## src/rtl/stream_demux_1_to_n.sv

```systemverilog
// Registered 1-to-N packet demux; channel locked from in_sel on a packet's first beat.
// Latency 1 cycle; one holding register gives full throughput when the selected channel is ready.
// Backpressure: in_ready = !full || out_ready[held chan]; STREAM_DEMUX_DROP_EN drops out-of-range packets.
module stream_demux_1_to_n #(
    parameter int DATA_W = 8,
    parameter int N_OUT  = 8,
    parameter int SEL_W  = $clog2(N_OUT)
) (
    input  logic              clk,
    input  logic              rst_n,
    input  logic              in_valid,
    output logic              in_ready,
    input  logic [DATA_W-1:0] in_data,
    input  logic              in_last,
    input  logic [SEL_W-1:0]  in_sel,
    output logic [N_OUT-1:0]  out_valid,
    input  logic [N_OUT-1:0]  out_ready,
    output logic [DATA_W-1:0] out_data,
    output logic              out_last,
    output logic              busy
`ifdef STREAM_DEMUX_DROP_EN
    ,
    output logic [15:0]       drop_cnt
`endif
);

    typedef enum logic [1:0] {IDLE, PKT, DROP} state_t;

    state_t            state, state_nxt;
    logic [SEL_W-1:0]  lock_chan, hold_chan, sel_chan, beat_chan;
    logic [DATA_W-1:0] hold_data;
    logic              hold_last, full;
    logic              sel_oor, accept, load, pop;

    // Widen before comparing so a power-of-two N_OUT never wraps to zero.
    assign sel_oor   = 32'(in_sel) >= 32'(N_OUT);
    assign sel_chan  = sel_oor ? SEL_W'(N_OUT - 1) : in_sel;
    assign beat_chan = (state == PKT) ? lock_chan : sel_chan;
    assign pop       = full && out_ready[hold_chan];

`ifdef STREAM_DEMUX_DROP_EN
    logic drop_first, drop_beat;

    assign in_ready   = (state == DROP) || !full || out_ready[hold_chan];
    assign accept     = in_valid && in_ready;
    assign drop_first = accept && (state == IDLE) && sel_oor;
    assign drop_beat  = drop_first || (accept && (state == DROP));
    assign load       = accept && !drop_beat;

    always_ff @(posedge clk or negedge rst_n) begin
        if (!rst_n) begin
            drop_cnt <= 16'h0000;
        end else if (drop_first && (drop_cnt != 16'hFFFF)) begin
            drop_cnt <= drop_cnt + 16'h0001;
        end
    end
`else
    assign in_ready = !full || out_ready[hold_chan];
    assign accept   = in_valid && in_ready;
    assign load     = accept;
`endif

    always_comb begin
        state_nxt = state;
        case (state)
            IDLE: begin
                if (accept && !in_last) begin
`ifdef STREAM_DEMUX_DROP_EN
                    state_nxt = sel_oor ? DROP : PKT;
`else
                    state_nxt = PKT;
`endif
                end
            end
            PKT:     if (accept && in_last) state_nxt = IDLE;
            DROP:    if (accept && in_last) state_nxt = IDLE;
            default: state_nxt = IDLE;
        endcase
    end

    always_ff @(posedge clk or negedge rst_n) begin
        if (!rst_n) begin
            state <= IDLE;
        end else begin
            state <= state_nxt;
        end
    end

    always_ff @(posedge clk or negedge rst_n) begin
        if (!rst_n) begin
            lock_chan <= '0;
            hold_chan <= '0;
            hold_data <= '0;
            hold_last <= 1'b0;
            full      <= 1'b0;
        end else begin
            if ((state == IDLE) && accept) begin
                lock_chan <= sel_chan;
            end
            if (load) begin
                hold_data <= in_data;
                hold_last <= in_last;
                hold_chan <= beat_chan;
            end
            // A pop and a load in the same cycle keep the register full.
            full <= load || (full && !pop);
        end
    end

    assign out_valid = full ? (N_OUT'(1) << hold_chan) : '0;
    assign out_data  = hold_data;
    assign out_last  = hold_last;
    assign busy      = (state != IDLE) || full;

endmodule

```

## config.mk

```make
export PLATFORM = sky130hd
export DESIGN_NAME = stream_demux_1_to_n
export DESIGN_NICKNAME = d
export VERILOG_FILES = /design/src/rtl/stream_demux_1_to_n.sv
export SDC_FILE = /design/constraint.sdc
export NUM_CORES = 1
export LEC_CHECK = 0
export ABC_CLOCK_PERIOD_IN_PS = 2450
export BUFFER_PORTS_ARGS = -buffer_cell sky130_fd_sc_hd__buf_2
export CAP_MARGIN = 40
export CORE_MARGIN = 3
export CORE_UTILIZATION = 30
export DETAILED_ROUTE_END_ITERATION = 7
export GPL_ROUTABILITY_DRIVEN = 0
export SLEW_MARGIN = 20
export SYNTH_ARGS = -nofsm -noshare
export SYNTH_HDL_FRONTEND = slang
export SYNTH_SLANG_ARGS = --single-unit
```

## constraint.sdc

```tcl
create_clock -name clk -period 2.45 [get_ports clk]
set_clock_uncertainty 0.05 [all_clocks]
set_input_delay 0.1225 -clock clk [delete_from_list [all_inputs] [get_ports clk]]
set_output_delay 0.1225 -clock clk [all_outputs]
set_load 0.02 [all_outputs]
```

# Yosys cells after proc, flatten, opt, wreduce, memory -nomap -nowiden
# Index checks and enable logic that the tools add are counted.
# word_totals
regBits	18
latch_bits	0
mem_bits_rw	0
mem_bits_ro	0
input_bits	23
output_inout_bits	19
wordCells	35
mem_count	0
# classes
add_sub_neg	0
n_mul	0
div_mod_pow	0
n_lt_le_gt_ge	1
n_eq_ne	4
n_shift	1
mux	7
bitwise_logic	0
n_reduce_logical	16
# ops
cell	n
$mux W8	1
$shl A1 B3 Y8 const A	1
$logic_and A1 B1 Y1	6
$lt A3 B4 Y1 const B	1
$mux W2	2
$pmux W2 S2	1
$bmux W1 S3	1
$logic_not A1 Y1	3
$logic_or A1 B1 Y1	3
$mux W3	1
$eq A2 B1 Y1 const B	1
$eq A2 B2 Y1 const B	1
$logic_not A2 Y1	1
$ne A2 B1 Y1 const B	1
$ne A2 B2 Y1 const B	1
$reduce_and A2 Y1	1
$reduce_bool A2 Y1	1
$reduce_or A2 Y1	1
$mux W1	1

# Logic depth before layout (Yosys ltp)
# Gate-level depths: netlist of the first run.
# depth
ltp_word	7
depth_mapped	6
depth_no_buf	4

# Worst setup path before layout of the first run
# No wires, ideal clock.
# synth_path
kind	register to register
startpoint	register hold_chan[2]
endpoint	register lock_chan[0]
setup_time_ns	0.125
arrival_time_ns	1.519
required_time_ns	2.275
slack_ns	0.756
path_stages_with_launch	6
path_buffers	1
period_less_slack_ns	1.694
cell_sequence	dfrtp_1 > buf_2 > nor2b_1 > a32o_2 > nor4_4 > mux2_2
# synth_between
elab_chain_cells	5
# synth_rtl
element	line_no	text
from (decl)	30	logic [SEL_W-1:0] lock_chan, hold_chan, sel_chan, beat_chan;
from (signal assigned)	103	hold_chan <= beat_chan;
$bmux W1 S3	58	assign in_ready = !full || out_ready[hold_chan];
$mux W1 (not written as such)	58	
$logic_or A1 B1 Y1	58	
$logic_and A1 B1 Y1	59	assign accept = in_valid && in_ready;
$logic_and A1 B1 Y1	97	if ((state == IDLE) && accept) begin
to (signal assigned)	98	lock_chan <= sel_chan;
to (decl)	30	
# Every way passes these cells. The select of a mux whose other input is x is not followed.
# A chain may end at the register's enable or synchronous reset.

# Worst setup path after layout of the first run
# layout_path
startpoint	register hold_chan[0]
endpoint	register hold_data[7] (netlist: out_data[7])
# layout_between
elab_chain_cells	4
# layout_rtl
element	line_no	text
$bmux W1 S3	58	
$mux W1 (not written as such)	58	
$logic_or A1 B1 Y1	58	
$logic_and A1 B1 Y1	59	
to (signal assigned)	101	hold_data <= in_data;
to (decl)	31	logic [DATA_W-1:0] hold_data;
# Every way passes these cells. The select of a mux whose other input is x is not followed.

==> results of run 1 <==
kinds of logic (layout without fill, tap and decap cells):
group / after synthesis / after routing / synth area share
buffers and inverters: 6 / 50 / 0.0445
flip-flops: 17 / 17 / 0.458
AND/OR/NAND/NOR: 22 / 22 / 0.140
multiplexers: 22 / 22 / 0.302
AO/OA/AOI/OAI: 6 / 6 / 0.0553
metrics by stage:
| step | total power, mW | area [um2] | util |
|---|---|---|---|
| 2_1_floorplan | 1.27 | 928 | - |
| 3_3_place_gp | 1.44 | 1130 | 0.398 |
| 3_5_place_dp | 1.46 | 1130 | 0.398 |
| 4_1_cts | 1.62 | 1200 | 0.421 |
| 5_1_grt | 1.72 | 1200 | 0.421 |
| 6_report | 1.59 | 1200 | 0.421 |
power by group through the flow:
stage / registers (mW) / logic [mW] / clock network [mW]
4_1_cts: 0.571 / 0.893 / 0.153
6_report: 0.570 / 0.882 / 0.144
3_5_place_dp: 0.571 / 0.887 / 0
5_1_grt: 0.604 / 0.955 / 0.163
2_1_floorplan: 0.591 / 0.680 / 0
3_3_place_gp: 0.567 / 0.873 / 0
layout make-up:
cell class	instances	area (um2)	share of cell area
Clock inverter	1	5.00	0.00416
Multi-Input combinational cell	50	462	0.384
Tap cell	31	38.8	0.0323
Inverter	1	3.75	0.00312
Clock buffer	3	22.5	0.0187
Sequential cell	17	425	0.354
Timing Repair Buffer	45	245	0.204
state kept, by name, summed over array words and instances, names as in the netlist:
register and count:
lock_chan 3, state 1, hold_chan 3, out_last 1, full 1, out_data 8
placed cells by master (no fill, tap or decap), types with 3 or more instances in the layout:
cell type and n:
buf_2 41, dfrtp_1 17, mux2_4 10, mux2_2 8
nor2_1 7, mux2i_1 4, dlygate4sd3_1 4, nand2_1 3
nand2b_1 3, clkbuf_4 3
metal layers:
metal	vias up	global-route usage	part of all wire
met5	-	0	0
met4	0	0.0273	0
met3	0	0.0231	0.094
met2	35	0.172	0.44
met1	329	0.136	0.47
li1	349	-	-
timing repair:
| item | CTS | global route |
|---|---|---|
| setup endpoints to repair | 0 | 0 |
| endpoints found under the hold margin | 20 | 0 |
| hold buffers | 4 | 0 |
final timing paths:
path	start	end	slack, ps	cells past startpoint
worst max-delay path	hold_chan[0]$_DFFE_PN0P_	out_data[7]$_DFFE_PN0P_	490	4
worst min register to register	lock_chan[0]$_DFFE_PN0P_	lock_chan[0]$_DFFE_PN0P_	470	1
worst max register to register	hold_chan[0]$_DFFE_PN0P_	out_data[7]$_DFFE_PN0P_	490	4
min in group asynchronous	rst_n	out_data[5]$_DFFE_PN0P_	210	2
max in group asynchronous	rst_n	lock_chan[2]$_DFFE_PN0P_	1860	2
worst min-delay path	in_data[4]	out_data[4]$_DFFE_PN0P_	10	2
==> impl_metrics.yaml, run 1 <==
global_routing:
  grt-ovfl-total: 0
  grt_pass1_vias: 700
  grt_start_max_net_pins: 18
  grt_use_total: 0.103
  antenna_found_initial: 0
  grt_pass1_wl_mm: 3.02
cts:
  postCtsSetupBuffers: 0
  cts_tree: "built"
  clock_path_buffers: 2
  worstSkewPairLatency_ps: 280
  numCtsBuffers: 3
  path_clk_slew_ps: 100
  htree_levels: 1
  cts-root-buf: "clkbuf_4"
  cts.sinks: 17
  cts_resized: 0
worst_setup_path:
  cp_max_fo: 12
  start_kind: "flop"
  worst_setup_path_end_kind: "flop"
  critPathKind: "flop to flop"
  cp_slowest_cell: "dfrtp_1"
  path_cells: "mux2i_1 -> a32oi_1 -> nand3_2 -> mux2_4"
  path_buf_inv: 0
  max_stage_delay_ps: 490
  cp.required_ps: 2570
  crit_family: "multiplexers"
  worstPathArrival_ps: 2080
sta:
  hold_violations: 0
  fin_ws_ps: 494
  fin_crit_sh: 0.798
  holdWs_ps: 13.1
  period_needed_ps: 1960
  worstMarginPinSlew_ps: 425
  slew_viol_final: 0
  fmax_mhz: 511
  setup_viol: 0
  relSlewSlack: 0.717
  final.setup.tns_ps: 0
  rsz0062_at_grt: "false"
yosys:
  ys_seq_area_frac: 0.458
  syn_nets: 96
  synth_edf_count: 0
  synthFlopType: "dfrtp_1"
  synthTopCellsByArea: "dfrtp_1 (46%), mux2_4 (16%), mux2_2 (9.7%)"
  yosysUniqueCellTypes: 21
  synthTopCellsByCount: "dfrtp_1 (17), mux2_4 (10), mux2_2 (8)"
  syn_area_um2: 928
  yosys.area.top_type: "dfrtp_1"
  async_reset_ff_frac: 1.00
  netlist.area_leader.share: 0.458
  synth.most_common_cell: "dfrtp_1"
  ys_seq_elements: 17
  syn-instance-count: 73
  synth_warnings: 0
  syn_area_per_cell_um2: 12.7
power:
  pwr-share-clk: 0.090
  power.leakage_nw: 0.612
  vdd.ir_drop.worst_mv: 0.577
  seq_power_share: 0.357
  p_sw_uw: 664
  swShare: 0.416
  combPwrFrac: 0.553
  intPower_uw: 931
  power_density_mw_per_mm2: 1330
die:
  dieWidth_um: 61.6
  dieArea_mm2: 0.00380
  die_y_um: 61.6
  core-area_mm2: 0.00285
  initial_core_util: 0.325
  num_rows: 19
  num_io_pins: 42
flow_run:
  cap_violations: 0
place:
  dp_cells: 140
  portBuffers: 41
  detailed_place_hpwl_mm: 1.39
  place_ws_ps: 501
final_layout:
  fin_nets: 141
  stdcell_count: 148
  n_antenna_cell: 0
  drive_above_1_share: 0.573
  fillers: 286
  area.growth.synth_to_final_pct: 29.5
outcome:
  status: "finished clean"
route:
  drtPass1Iterations: 4
  routed_wl_mm: 1.82
  postRouteAntennaNets: 0
  drc: 0
  drtIter0Drc: 45
  wl_per_cell_um: 12.3
  vias_per_cell: 4.82
  num_vias: 713
hold_path:
  hp-class: "input port to flop"
(Power assumes the default switching activity.)
==> run 2, diff against run 1 <==
ABC_CLOCK_PERIOD_IN_PS = 1550   (was 2450)
clock period = 1.55 ns   (was 2.45 ns; I/O delays follow)
==> run 2 against run 1 <==
Compared with the run above: sequential cell count stayed put; worst hold slack better by 170 ps; combinational power is 100% higher; critical endpoint is now lock_chan[1]$_DFFE_PN0P_; the run now ends with negative setup slack left; cell area is 17% higher; fmax is 12% higher.
==> impl_metrics.yaml, run 2 (same netlist as run 1, synthesis figures left out) <==
cts:
  worstSkewPairLatency_ps: 280
  postCtsSetupBuffers: 0
  htree_levels: 1
  cts_tree: "built"
  clock_path_buffers: 2
  cts.sinks: 17
  cts-root-buf: "clkbuf_4"
  path_clk_slew_ps: 90
  numCtsBuffers: 3
sta:
  fin_ws_ps: -190
  fmax_mhz: 575
  rsz0062_at_grt: "true"
  hold_violations: 0
  period_needed_ps: 1740
  setup_viol: 16
  slew_viol_final: 0
  worstMarginPinSlew_ps: 371
  fin_crit_sh: 1.12
  relSlewSlack: 0.753
worst_setup_path:
  reg2regPathDepth: 4
  cp.required_ps: 1680
  timing.rr.start: "hold_chan[0]$_DFFE_PN0P_"
  cp_max_fo: 5
  critPathKind: "flop to flop"
  rrSetupSlack_ps: -190
  worstPathArrival_ps: 1870
  worst_setup_path_end_kind: "flop"
  start_kind: "flop"
  r2r-end: "lock_chan[1]$_DFFE_PN0P_"
die:
  die_y_um: 61.6
  core-area_mm2: 0.00285
  num_rows: 19
  dieArea_mm2: 0.00380
  num_io_pins: 42
  initial_core_util: 0.325
  dieWidth_um: 61.6
power:
  power_density_mw_per_mm2: 2030
  vdd.ir_drop.worst_mv: 1.03
  power.leakage_nw: 0.712
route:
  num_vias: 804
  wl_met1_um: 916
  wl_met2_mm: 1.11
  routed_wl_mm: 2.18
  postRouteAntennaNets: 0
  drc: 0
  drtPass1Iterations: 4
  drtIter0Drc: 30
  wl_met3_um: 153
  wl_per_cell_um: 13.1
  top_layer: "met3"
  vias_per_cell: 4.84
global_routing:
  grt_start_max_net_pins: 18
  grt_use_total: 0.128
  grt_pass1_wl_mm: 3.57
  grt_pass1_vias: 833
  grt-ovfl-total: 0
  antenna_found_initial: 0
final_layout:
  layout_common_cells: "buf_2 (39), dfrtp_1 (16), dlygate4sd3_1 (14), mux2_4 (11), buf_4 (9)"
  stdcell_count: 166
  final_common_cell: "buf_2"
  area.growth.synth_to_final_pct: 51.6
  final_area_mm2: 0.00141
  n_antenna_cell: 0
  drive_above_1_share: 0.593
  post-route-util: 0.493
  largest_register_ffs: 8
  fin_nets: 159
hold_path:
  hp-class: "input port to asynchronous set/reset pin"
outcome:
  status: "finished with violations"
  failed_checks: "negative setup slack"
place:
  dp_cells: 148
  detailed_place_hpwl_mm: 1.62
  portBuffers: 41
  placed_cell_area_mm2: 0.00122
flow_run:
  cap_violations: 0
[run 2: worst max-delay path, stage by stage (launching register included)]
cell and delay, ps:
dfrtp_2 460, mux2i_1 160, a32o_2 280, nor4_4 300, mux2_2 370
[run 2: routing by layer]
| layer | GRT usage | vias to the layer above |
|---|---|---|
| li1 | - | 384 |
| met1 | 0.149 | 386 |
| met2 | 0.226 | 34 |
| met3 | 0.0273 | 0 |
| met4 | 0.0515 | 0 |
| met5 | 0 | - |
[run 2: per-stage QoR]
step	setup slack [ps]	TNS, ps	hold WS [ps]	power, mW
after floorplan	-128	-1220	-268	2.06
final	-190	-2770	188	2.85
after global placement	-161	-1920	-33.8	2.47
after detailed placement	-216	-2710	-32.2	2.53
after CTS	-196	-2650	174	2.85
after global routing	-271	-3770	217	3.06
[run 2: cell type report]
class | count | area, um2
fill | 264 | 1450
multi-input combinational | 50 | 489
sequential | 17 | 427
timing repair buffer | 63 | 423
tap | 31 | 38.8
clock buffer | 4 | 26.3
inverter | 1 | 3.75
[run 2: repair_timing]
item                                    CTS  global route
pin swaps                                 2             0
hold endpoints to repair                 30             0
endpoints found under the setup margin   17            18
gates resized for setup                   5             2
hold buffers                             14             0
[run 2: how the worst max path moves through the flow]
stage,from,end,cells after the start
after detailed placement,hold_chan[0]$_DFFE_PN0P_,lock_chan[0]$_DFFE_PN0P_,4
final,hold_chan[0]$_DFFE_PN0P_,lock_chan[1]$_DFFE_PN0P_,4
after global placement,hold_chan[0]$_DFFE_PN0P_,lock_chan[1]$_DFFE_PN0P_,4
after floorplan,hold_chan[0]$_DFFE_PN0P_,lock_chan[0]$_DFFE_PN0P_,5
after CTS,hold_chan[0]$_DFFE_PN0P_,lock_chan[1]$_DFFE_PN0P_,4
after global routing,hold_chan[0]$_DFFE_PN0P_,lock_chan[2]$_DFFE_PN0P_,4
[run 2: report_power, final]
part | switching [mW] | internal (mW)
sequential | 0.186 | 0.674
clock | 0.131 | 0.0999
combinational | 0.838 | 0.926
==> run 3, diff against run 2 <==
ABC_AREA = 1   (was unset)
SETUP_SLACK_MARGIN = 0.3   (was unset)
==> run 3 against run 2 <==
Compared with the run above: sequential share of layout area fell by 4.8 points; area after synthesis rose by 2.0%; cell count rose by 36%; clock power fell by 3%; the run still ends with negative setup slack left; worst setup slack improved by 170 ps; highest routed layer unchanged; core utilization rose by 9.2 points; die area rose by 1.8%; sequential cell count did not move; clock-buffer cell count did not move; cell area rose by 20%.
==> impl_metrics.yaml, run 3 <==
yosys:
  yosysUniqueCellTypes: 18
  syn_nets: 139
  syn_area_per_cell_um2: 8.17
  async_reset_ff_frac: 1.00
  synthTopCellsByArea: "dfrtp_1 (45%), nand2_1 (14%), nand3_1 (7.4%)"
  ys_seq_area_frac: 0.449
  synth_warnings: 0
  yosys.area.top_type: "dfrtp_1"
  ys_seq_elements: 17
  synthTopCellsByCount: "nand2_1 (36), dfrtp_1 (17), nand3_1 (14)"
  netlist.area_leader.share: 0.449
  syn_area_um2: 947
  syn-instance-count: 116
  synth.most_common_cell: "nand2_1"
  synthFlopType: "dfrtp_1"
  synth_edf_count: 0
cts:
  cts.sinks: 17
  numCtsBuffers: 3
  clock_path_buffers: 2
  worstSkewPairLatency_ps: 280
  path_clk_slew_ps: 90
  htree_levels: 1
  cts-root-buf: "clkbuf_4"
  cts_tree: "built"
sta:
  holdWs_ps: 10.1
  worstMarginPinSlew_ps: 469
  relSlewSlack: 0.688
  fmax_mhz: 638
  setup_viol: 1
  period_needed_ps: 1570
  fin_ws_ps: -17.7
  fin_crit_sh: 1.01
  hold_violations: 0
  rsz0062_at_grt: "true"
  slew_viol_final: 0
worst_setup_path:
  cp_slowest_cell: "dfrtp_2"
  cp.required_ps: 1420
  reg2regPathDepth: 9
  max_stage_delay_ps: 500
  rrSetupSlack_ps: 10
  timing.rr.start: "hold_chan[0]$_DFFE_PN0P_"
  worstPathArrival_ps: 1440
  path_common_cell: "nor2_4"
  r2r-end: "out_data[0]$_DFFE_PN0P_"
  path_cells: "nor2_4 -> nand2_2 -> nand3_4 -> nor2_4 -> nor2_4 -> buf_6"
  worst_setup_path_end_kind: "output pin"
  crit_family: "simple AND/OR/NAND/NOR gates"
  path_buf_inv: 1
  critPathKind: "flop to output pin"
  start_kind: "flop"
  cp_max_fo: 6
global_routing:
  grt-ovfl-total: 0
  busiest_layer: "met2"
  grt_use_total: 0.154
  use_met2: 0.300
  grt_start_max_net_pins: 18
  grt_pass1_wl_mm: 4.89
  use_met1: 0.170
  use_met3: 0.0306
  grt_pass1_vias: 1115
  antenna_found_initial: 0
final_layout:
  area.growth.synth_to_final_pct: 77.7
  n_antenna_cell: 0
  post-route-util: 0.585
  regArea_um2: 429
  final_common_cell: "buf_2"
  fillers: 254
  layout_common_cells: "buf_2 (32), nand2_1 (30), dfrtp_1 (14), dlygate4sd3_1 (11), buf_4 (11)"
  largest_register_ffs: 8
  fin_nets: 207
  drive_above_1_share: 0.574
  multiInputGateArea_um2: 657
route:
  postRouteAntennaNets: 0
  drtIter0Drc: 36
  drtPass1Iterations: 4
  routed_wl_mm: 3.01
  wl_per_cell_um: 13.4
  drc: 0
  num_vias: 1041
  vias_per_cell: 4.63
hold_path:
  min_path_cells: 3
  min_to: "lock_chan[0]$_DFFE_PN0P_"
  hp-class: "input port to flop"
  min_from: "in_sel[0]"
power:
  vdd.ir_drop.worst_mv: 1.55
  power.leakage_nw: 0.872
  power_density_mw_per_mm2: 1980
die:
  dieArea_mm2: 0.00387
  num_rows: 19
  die_y_um: 62.2
  core-area_mm2: 0.00288
  initial_core_util: 0.329
  dieWidth_um: 62.2
  num_io_pins: 42
outcome:
  failed_checks: "negative setup slack"
  status: "finished with violations"
place:
  portBuffers: 41
  detailed_place_hpwl_mm: 1.79
flow_run:
  cap_violations: 0
==> run 3: area by class of cell <==
cell class / count / share of cell area
inverters: 12 / 0.0312
flip-flops and latches: 17 / 0.255
clock buffers: 4 / 0.0156
multi-input cells: 86 / 0.390
well taps: 42 / 0.0312
repair buffers: 64 / 0.277
==> run 3: timing repair <==
action,4_1_cts,5_1_grt
setup buffers,6,4
pin swaps,30,7
hold buffers,11,0
gates resized for setup,55,18
cloned,2,0
hold endpoints to repair,27,0
setup endpoints to repair,27,27
==> run 3: cell families (layout without fill, tap and decap cells) <==
group | after synthesis | count (layout) | synth area share
buf+inv | 15 | 80 | 0.0872
flops | 17 | 17 | 0.449
mux | 3 | 3 | 0.0317
compound gates | 5 | 5 | 0.0343
simple gates | 76 | 78 | 0.398
==> run 3: per-stage QoR <==
stage | setup WS (ps) | TNS, ps | total power [mW] | area, um2 | cells
5_1_grt | -106 | -817 | 3.58 | 1680 | 225
3_3_place_gp | 46.0 | 0 | 2.21 | 1180 | 198
2_1_floorplan | 225 | 0 | 1.86 | 947 | 116
3_5_place_dp | 22.6 | 0 | 2.25 | 1180 | 198
4_1_cts | 13.1 | 0 | 3.09 | 1580 | 221
6_report | -17.7 | -17.7 | 3.34 | 1680 | 225
==> run 3: worst max-delay path by stage <==
stage	from	endpoint	slack [ps]	depth (start not counted)
final	hold_chan[0]$_DFFE_PN0P_	in_ready	-20	6
after global routing	hold_chan[0]$_DFFE_PN0P_	in_ready	-110	6
after CTS	hold_chan[1]$_DFFE_PN0P_	in_ready	10	6
after detailed placement	hold_chan[0]$_DFFE_PN0P_	lock_chan[1]$_DFFE_PN0P_	20	8
after global placement	hold_chan[0]$_DFFE_PN0P_	lock_chan[0]$_DFFE_PN0P_	50	8
after floorplan	hold_chan[0]$_DFFE_PN0P_	out_data[0]$_DFFE_PN0P_	230	8
==> run 3: metal layers <==
metal | vias up | part of all wire
met2 | 45 | 0.54
met5 | - | 0
met3 | 0 | 0.066
met4 | 0 | 0
li1 | 513 | -
met1 | 483 | 0.39
==> run 3: power breakdown <==
group | total (mW) | internal (mW) | leakage, nW | switching (mW)
clock network | 0.224 | 0.0997 | 0.0150 | 0.125
registers | 0.868 | 0.662 | 0.205 | 0.206
logic | 2.25 | 0.959 | 0.652 | 1.29
==> run 3: tightest hold or removal path, cell delays in order <==
cell and delay, ps:
buf_2 110, nand4_1 80, nand2_1 40
